`src/rtl/apb3_requester_arbiter.sv`:
```
// Round-robin arbiter sharing one APB3 completer among NumRequesters APB3 requesters.
// Optional ACCESS-phase timeout is compiled in with `define APB3_ARB_TIMEOUT_EN.
module apb3_requester_arbiter #(
  parameter int NumRequesters = 2,
  parameter int AddressWidth  = 20,
  parameter int DataWidth     = 32,
  parameter int TimeoutCycles = 16
) (
  input  logic                                 clk,
  input  logic                                 rst,
  input  logic [NumRequesters-1:0]             req_psel,
  input  logic [NumRequesters-1:0]             req_penable,
  input  logic [NumRequesters-1:0]             req_pwrite,
  input  logic [NumRequesters*AddressWidth-1:0] req_paddr,
  input  logic [NumRequesters*DataWidth-1:0]   req_pwdata,
  output logic [DataWidth-1:0]                 req_prdata,
  output logic [NumRequesters-1:0]             req_pready,
  output logic [NumRequesters-1:0]             req_pslverr,
  output logic [NumRequesters-1:0]             gnt,
  output logic                                 psel,
  output logic                                 penable,
  output logic                                 pwrite,
  output logic [AddressWidth-1:0]              paddr,
  output logic [DataWidth-1:0]                 pwdata,
  input  logic [DataWidth-1:0]                 prdata,
  input  logic                                 pready,
  input  logic                                 pslverr
);

  localparam int IdxW = $clog2(NumRequesters);

  if (NumRequesters < 2 || NumRequesters > 8 || TimeoutCycles < 1) begin : g_bad_param
    $error("apb3_requester_arbiter: NumRequesters must be 2..8 and TimeoutCycles >= 1");
  end

  typedef enum logic [1:0] {IDLE, SETUP, ACCESS, RESP} state_t;

  state_t                   state_reg, state_next;
  logic [IdxW-1:0]          rr_ptr_reg, rr_ptr_next;
  logic [IdxW-1:0]          gnt_idx_reg, gnt_idx_next;
  logic [NumRequesters-1:0] gnt_reg, gnt_next;
  logic                     pwrite_reg, pwrite_next;
  logic [AddressWidth-1:0]  paddr_reg, paddr_next;
  logic [DataWidth-1:0]     pwdata_reg, pwdata_next;
  logic [DataWidth-1:0]     rdata_reg, rdata_next;
  logic                     err_reg, err_next;

`ifdef APB3_ARB_TIMEOUT_EN
  localparam int CntW = $clog2(TimeoutCycles + 1);
  logic [CntW-1:0]          tmo_cnt_reg, tmo_cnt_next;
`endif

  logic [AddressWidth-1:0]  req_addr_arr  [NumRequesters];
  logic [DataWidth-1:0]     req_wdata_arr [NumRequesters];
  logic [IdxW-1:0]          pick;
  logic [NumRequesters-1:0] pick_onehot;

  for (genvar gi = 0; gi < NumRequesters; gi++) begin : g_unpack
    assign req_addr_arr[gi]  = req_paddr[gi*AddressWidth +: AddressWidth];
    assign req_wdata_arr[gi] = req_pwdata[gi*DataWidth +: DataWidth];
    assign pick_onehot[gi]   = (pick == IdxW'(gi));
  end

  // Scan from the farthest candidate towards rr_ptr so the nearest requester wins.
  always_comb begin
    int cand;
    cand = 0;
    pick = rr_ptr_reg;
    for (int k = NumRequesters - 1; k >= 0; k--) begin
      cand = int'(rr_ptr_reg) + k;
      if (cand >= NumRequesters) cand = cand - NumRequesters;
      if (req_psel[cand]) pick = IdxW'(cand);
    end
  end

  always_comb begin
    state_next   = state_reg;
    rr_ptr_next  = rr_ptr_reg;
    gnt_idx_next = gnt_idx_reg;
    gnt_next     = gnt_reg;
    pwrite_next  = pwrite_reg;
    paddr_next   = paddr_reg;
    pwdata_next  = pwdata_reg;
    rdata_next   = rdata_reg;
    err_next     = err_reg;
`ifdef APB3_ARB_TIMEOUT_EN
    tmo_cnt_next = tmo_cnt_reg;
`endif
    case (state_reg)
      IDLE: begin
        if (|req_psel) begin
          gnt_idx_next = pick;
          gnt_next     = pick_onehot;
          pwrite_next  = req_pwrite[pick];
          paddr_next   = req_addr_arr[pick];
          pwdata_next  = req_wdata_arr[pick];
          state_next   = SETUP;
        end
      end
      SETUP: begin
        state_next = ACCESS;
`ifdef APB3_ARB_TIMEOUT_EN
        tmo_cnt_next = '0;
`endif
      end
      ACCESS: begin
        if (pready) begin
          rdata_next = prdata;
          err_next   = pslverr;
          state_next = RESP;
        end
`ifdef APB3_ARB_TIMEOUT_EN
        // The last permitted wait cycle ends the transfer with an error.
        else if (tmo_cnt_reg == CntW'(TimeoutCycles - 1)) begin
          rdata_next = '0;
          err_next   = 1'b1;
          state_next = RESP;
        end else begin
          tmo_cnt_next = tmo_cnt_reg + 1'b1;
        end
`endif
      end
      RESP: begin
        rr_ptr_next = (gnt_idx_reg == IdxW'(NumRequesters - 1)) ? '0 : gnt_idx_reg + 1'b1;
        gnt_next    = '0;
        state_next  = IDLE;
      end
      default: state_next = IDLE;
    endcase
  end

  always_ff @(posedge clk) begin
    if (rst) begin
      state_reg   <= IDLE;
      rr_ptr_reg  <= '0;
      gnt_idx_reg <= '0;
      gnt_reg     <= '0;
      pwrite_reg  <= 1'b0;
      paddr_reg   <= '0;
      pwdata_reg  <= '0;
      rdata_reg   <= '0;
      err_reg     <= 1'b0;
`ifdef APB3_ARB_TIMEOUT_EN
      tmo_cnt_reg <= '0;
`endif
    end else begin
      state_reg   <= state_next;
      rr_ptr_reg  <= rr_ptr_next;
      gnt_idx_reg <= gnt_idx_next;
      gnt_reg     <= gnt_next;
      pwrite_reg  <= pwrite_next;
      paddr_reg   <= paddr_next;
      pwdata_reg  <= pwdata_next;
      rdata_reg   <= rdata_next;
      err_reg     <= err_next;
`ifdef APB3_ARB_TIMEOUT_EN
      tmo_cnt_reg <= tmo_cnt_next;
`endif
    end
  end

  assign psel        = (state_reg == SETUP) || (state_reg == ACCESS);
  assign penable     = (state_reg == ACCESS);
  assign pwrite      = pwrite_reg;
  assign paddr       = paddr_reg;
  assign pwdata      = pwdata_reg;
  assign gnt         = gnt_reg;
  assign req_pready  = (state_reg == RESP) ? gnt_reg : '0;
  assign req_pslverr = (state_reg == RESP && err_reg) ? gnt_reg : '0;
  assign req_prdata  = (state_reg == RESP) ? rdata_reg : '0;

  a_gnt_onehot: assert property (@(posedge clk) disable iff (rst) $onehot0(gnt_reg));
  a_penable_needs_psel: assert property (@(posedge clk) disable iff (rst)
    ((req_penable & ~req_psel) == '0));

endmodule

```
`config.mk`:
```
export PLATFORM = sky130hd
export DESIGN_NAME = apb3_requester_arbiter
export DESIGN_NICKNAME = d
export VERILOG_FILES = /design/src/rtl/apb3_requester_arbiter.sv
export SDC_FILE = /design/constraint.sdc
export NUM_CORES = 1
export LEC_CHECK = 0
export ABC_AREA = 1
export ABC_CLOCK_PERIOD_IN_PS = 1700
export CORE_ASPECT_RATIO = 0.5
export CORE_MARGIN = 3
export CORE_UTILIZATION = 39
export DETAILED_ROUTE_END_ITERATION = 10
export PLACE_DENSITY = 0.8
export SLEW_MARGIN = 20
export SYNTH_ARGS = -nofsm -noshare
export SYNTH_HDL_FRONTEND = slang
export SYNTH_SLANG_ARGS = --single-unit
```
`constraint.sdc`:
```
create_clock -name clk -period 1.7 [get_ports clk]
set_input_delay 0.425 -clock clk [delete_from_list [all_inputs] [get_ports clk]]
set_output_delay 0.425 -clock clk [all_outputs]
set_load 0.02 [all_outputs]
```
## After elaboration in Yosys (flattened, before gate mapping)

Index checks and enable logic that the tools add are counted.

- $add $sub $neg: 4
- Multiply operators: 0
- Divide/modulo/power cells: 0
- $lt $le $gt $ge: 6
- Eq/ne operators: 5
- Shift operators: 0
- Mux-type cells: 27
- Bitwise operators: 2
- Reduce and logical (&&, ||, !) cells: 9

Operator list:

| kind | number |
|---|---|
| 2-to-1 mux 32 bit | 6 |
| < comparator 32 x 3 -> 1 bit, second input constant | 2 |
| 2-to-1 mux 20 bit | 3 |
| 2-to-1 mux 1 bit | 11 |
| 2-to-1 mux 2 bit | 5 |
| case mux 2 bit (4 select lines) | 1 |
| AND reduction 2 bit | 4 |
| == test 2 bit, second input constant | 2 |
| >= comparator 2 bit, second input constant | 2 |
| case mux 2 bit (2 select lines) | 1 |
| subtractor 1 x 2 -> 3 bit, second input constant | 1 |
| subtractor 2 x 2 -> 3 bit, second input constant | 1 |
| adder 1 x 1 -> 2 bit, second input constant | 1 |
| == test 2 x 1 -> 1 bit, second input constant | 1 |
| >= comparator 1 x 2 -> 1 bit, second input constant | 1 |
| logical NOT 2 bit | 1 |
| < comparator 1 x 2 -> 1 bit, second input constant | 1 |
| inequality test 2 x 1 -> 1 bit, second input constant | 1 |
| inequality test 2 bit, second input constant | 1 |
| inverter 1 -> 2 bit | 1 |
| nonzero test 2 bit | 1 |
| OR reduction 2 bit | 1 |
| adder 1 bit, second input constant | 1 |
| logical AND 1 bit | 1 |
| 2 further kinds | 2 |

- Register bits: 92
- Bits in latches: 0
- RAM bits: 0
- Bits in read-only memories: 0
- Input port bits: 146
- Output and inout bits: 93
- Logic and storage cells: 62
- Memories: 0

## Longest topological paths before layout

- Depth in word-level cells: 12
- Depth in mapped cells: 9
- Mapped depth without buffers: 8

## Worst setup path before layout

No wires, ideal clock.

- Path kind: register to output
- Start: register state_reg[1]
- End: output port req_prdata[0]
- Data arrival time: 1166 ps
- Required time: 1275 ps
- Slack: 109 ps
- Cell stages (with the launch flop): 6
- Buffers on the path: 2
- Cells stage by stage: dfxtp_1 ha_1 buf_2 buf_1 nand2_1 inv_1

- Longest elaborated chain between the ends: 2

Ends and longest elaborated chain:

| element | line | RTL |
|---|---|---|
| start: declaration | 38 | `state_t state_reg, state_next;` |
| start signal: assignment | 147 | `state_reg <= state_next;` |
| == test 2 bit | 170 | `assign req_prdata = (state_reg == RESP) ? rdata_reg : '0;` |
| 2-to-1 mux 32 bit | 170 |  |
| end: declaration | 16 | `output logic [DataWidth-1:0] req_prdata,` |

No other way between the ends.

## Worst setup path after layout

- Start: register state_reg[1]
- End: output port req_pslverr[1]

- Longest elaborated chain between the ends: 3

Ends and longest elaborated chain:

| element | line | RTL |
|---|---|---|
| == test 2 bit | 169 | `assign req_pslverr = (state_reg == RESP && err_reg) ? gnt_reg : '0;` |
| logical AND 1 bit | 169 |  |
| 2-to-1 mux 2 bit | 169 |  |
| end: declaration | 18 | `output logic [NumRequesters-1:0] req_pslverr,` |

No other way between the ends.

==> out/summary.txt <==
H-tree depth: 3
Antenna violations before repair: 0
Via count: 5059
Final core utilization: 70.2%
Tcrit/Tclk final: 102%
WP data arrival: 1.30 ns
Gr ovfl total: 0
CP Capture Type: primary output
# clock sinks: 92
Critical path fanouts, max: 7
Post-synth top flop: dfxtp_1
Total power: 0.00894 W
Pwr dens: 1210 nW/µm²
CTS Buf Count: 9
Mapped Nets: 818
Post-route ant nets: 0
Core box area: 10600 µm²
Area Growth Syn to Fin: 69.1%
Buffers from clock root to sink, at most: 2
Count leader, synth: nand3_1
Minimum clock period: 1.73 ns
Total GRT Usage: 22.2%
Max Freq: 579 MHz
Full die area: 12600 µm²
Detail Placement HPWL: 10.5 mm
Worst Tran Pin Value: 0.343 ns
Final clock skew: 0.00458 ns
Placed inst area: 7060 µm²
Router iterations before antenna repair: 5
Avg WL per Cell: 14.0 µm
LEAKAGE: 3.91 nW
Synthesized area: 4390 µm²
Antenna diode count: 0
Row cnt: 26
WS Path Type: reg -> out
Nets@finish: 1051
Post-route cell area: 7420 µm²
CTS root buffer: clkbuf_16
# setup viols final: 3
Mean Syn Cell Area: 6.57 µm²
Share of layout cells above drive strength 1: 12.2%
Most common library cells after synthesis: 164 x nand3_1, 152 x nand2_1, 94 x inv_1
Vias per std cell: 4.84
Die height: 81.0 µm
Later-pin clock latency in the skew report: 0.33 ns
Final Hold Viols: 0
Final Wtd Congestion: 0.779
DR iter-0 viols: 324
Pre-CTS WS: -0.223 ns
Async S/R FF share, synth: 0%
Rel. slew slack: 77.2%
First-pass GRT wire length: 22.9 mm
I/O pins: 239
Die width: 156 µm
Critical path launch point type: register
Dominant cells by area after synthesis: dfxtp_1 42%, nand3_1 19%, nand2_1 13%, inv_1 8.0%, nor2_1 5.9%
Failing checks: setup timing
Status: complete, but fails checks
Largest net degree at the start of global routing: 37
Yosys top cell area share: 42.0%
Starting Density: 41.5%
Synth unique cells: 17
Unrepaired setup endpoints after global routing: yes
Synth warn: 0
CTS tree: done
FILL cells: 879
VDD IR max: 0.000665 V
Synth Instances: 668
Vias in the first global route: 4775
CTS clk-pin slew, worst paths: 0.07 ns
CP required: 1.27 ns
Max-capacitance violation count: 0
Setup WS post-layout: -0.0286 ns
Residual DRC count: 0
HP Class: reg -> reg
Part of the Yosys area used for sequential elements: 42.0%
Number of synthesized flops with an enable pin: 0
Pins Over Slew Limit: 0
Final WL: 14.6 mm
Port-buffer cells: 236
Synth Register Bits: 92
Synth area leader: dfxtp_1
==> cell usage in the layout, fill, tap and decap left out, drive strengths merged <==
master,count
nand3,164
nand2,154
clkdlybuf4s50,143
inv,97
dfxtp,92
nor2,69
buf,69
dlygate4sd2,50
o21ai,35
clkbuf,9
a21oi,7
dlymetal6s2s,5
ha,4
clkinv,3
clkinvlp,2
bufinv,2
==> worst max-delay path: stages, from the launching register on <==
cell and delay, ns:
dfxtp_2 0.36, ha_4 0.17, buf_6 0.12, nand2_1 0.06, nor2_1 0.10, buf_4 0.15
==> power by group <==
part	switching [W]	internal, W
Sequential	0.000234	0.00264
Combinational	0.00220	0.00175
Clock	0.000836	0.00128
Total	0.00327	0.00568
==> path summary, 6_finish.rpt <==
path | startpoint | to | slack, ns | cells past startpoint
hold / removal | gnt_idx_reg$_SDFFE_PP0P_ | rr_ptr_reg$_SDFFE_PP0P_ | 0.44 | 1
hold reg to reg | gnt_idx_reg$_SDFFE_PP0P_ | rr_ptr_reg$_SDFFE_PP0P_ | 0.44 | 1
setup / recovery | state_reg[1]$_SDFFE_PP0P_ | req_pslverr[1] | -0.03 | 5
setup reg to reg | state_reg[1]$_SDFFE_PP0P_ | pwdata[10]$_SDFFE_PP0P_ | 0.17 | 10
==> repair_timing <==
item / 4_1_cts / 5_1_grt
pin swaps: 2 / 0
resized for setup: 241 / 64
hold buffers: 0 / 0
setup endpoints to repair: 88 / 43
setup buffers: 1 / 0
==> final cells by class <==
cell class / instances / area, µm² / area share [%]
Timing Repair Buffer: 267 / 2750 / 37.0
Clock inverter: 6 / 88.8 / 1.20
Inverter: 98 / 370 / 4.99
Sequential cell: 92 / 1840 / 24.8
Tap cell: 140 / 175 / 2.36
Clock buffer: 9 / 225 / 3.03
Multi-Input combinational cell: 433 / 1970 / 26.6
==> kinds of logic after synthesis <==
family	Yosys count	synth area share, %
buffers and inverters	143	14.1
adders and majority gates	4	1.14
DFF	92	42.0
and+or+nand+nor	387	37.9
AOI/OAI and AO/OA	42	4.87
==> per-stage QoR <==
stage                     instances  hold WS (ns)  TNS (ns)
final                          1045         0.441   -0.0588
after global routing           1045         0.473     -1.53
after CTS                      1045         0.438   -0.0530
after detailed placement       1029         0.427     -8.30
after global placement         1029         0.412     -6.49
after floorplan                 668         0.406         0
==> per-layer routing <==
metal  vias up  global-route usage, %  wire length, µm
met4         0                   8.37              424
met5         -                      0                0
met2       151                   41.2             7530
met3        34                   5.27              799
li1       2549                      -                -
met1      2325                   25.2             5830
(Power assumes the default switching activity.)
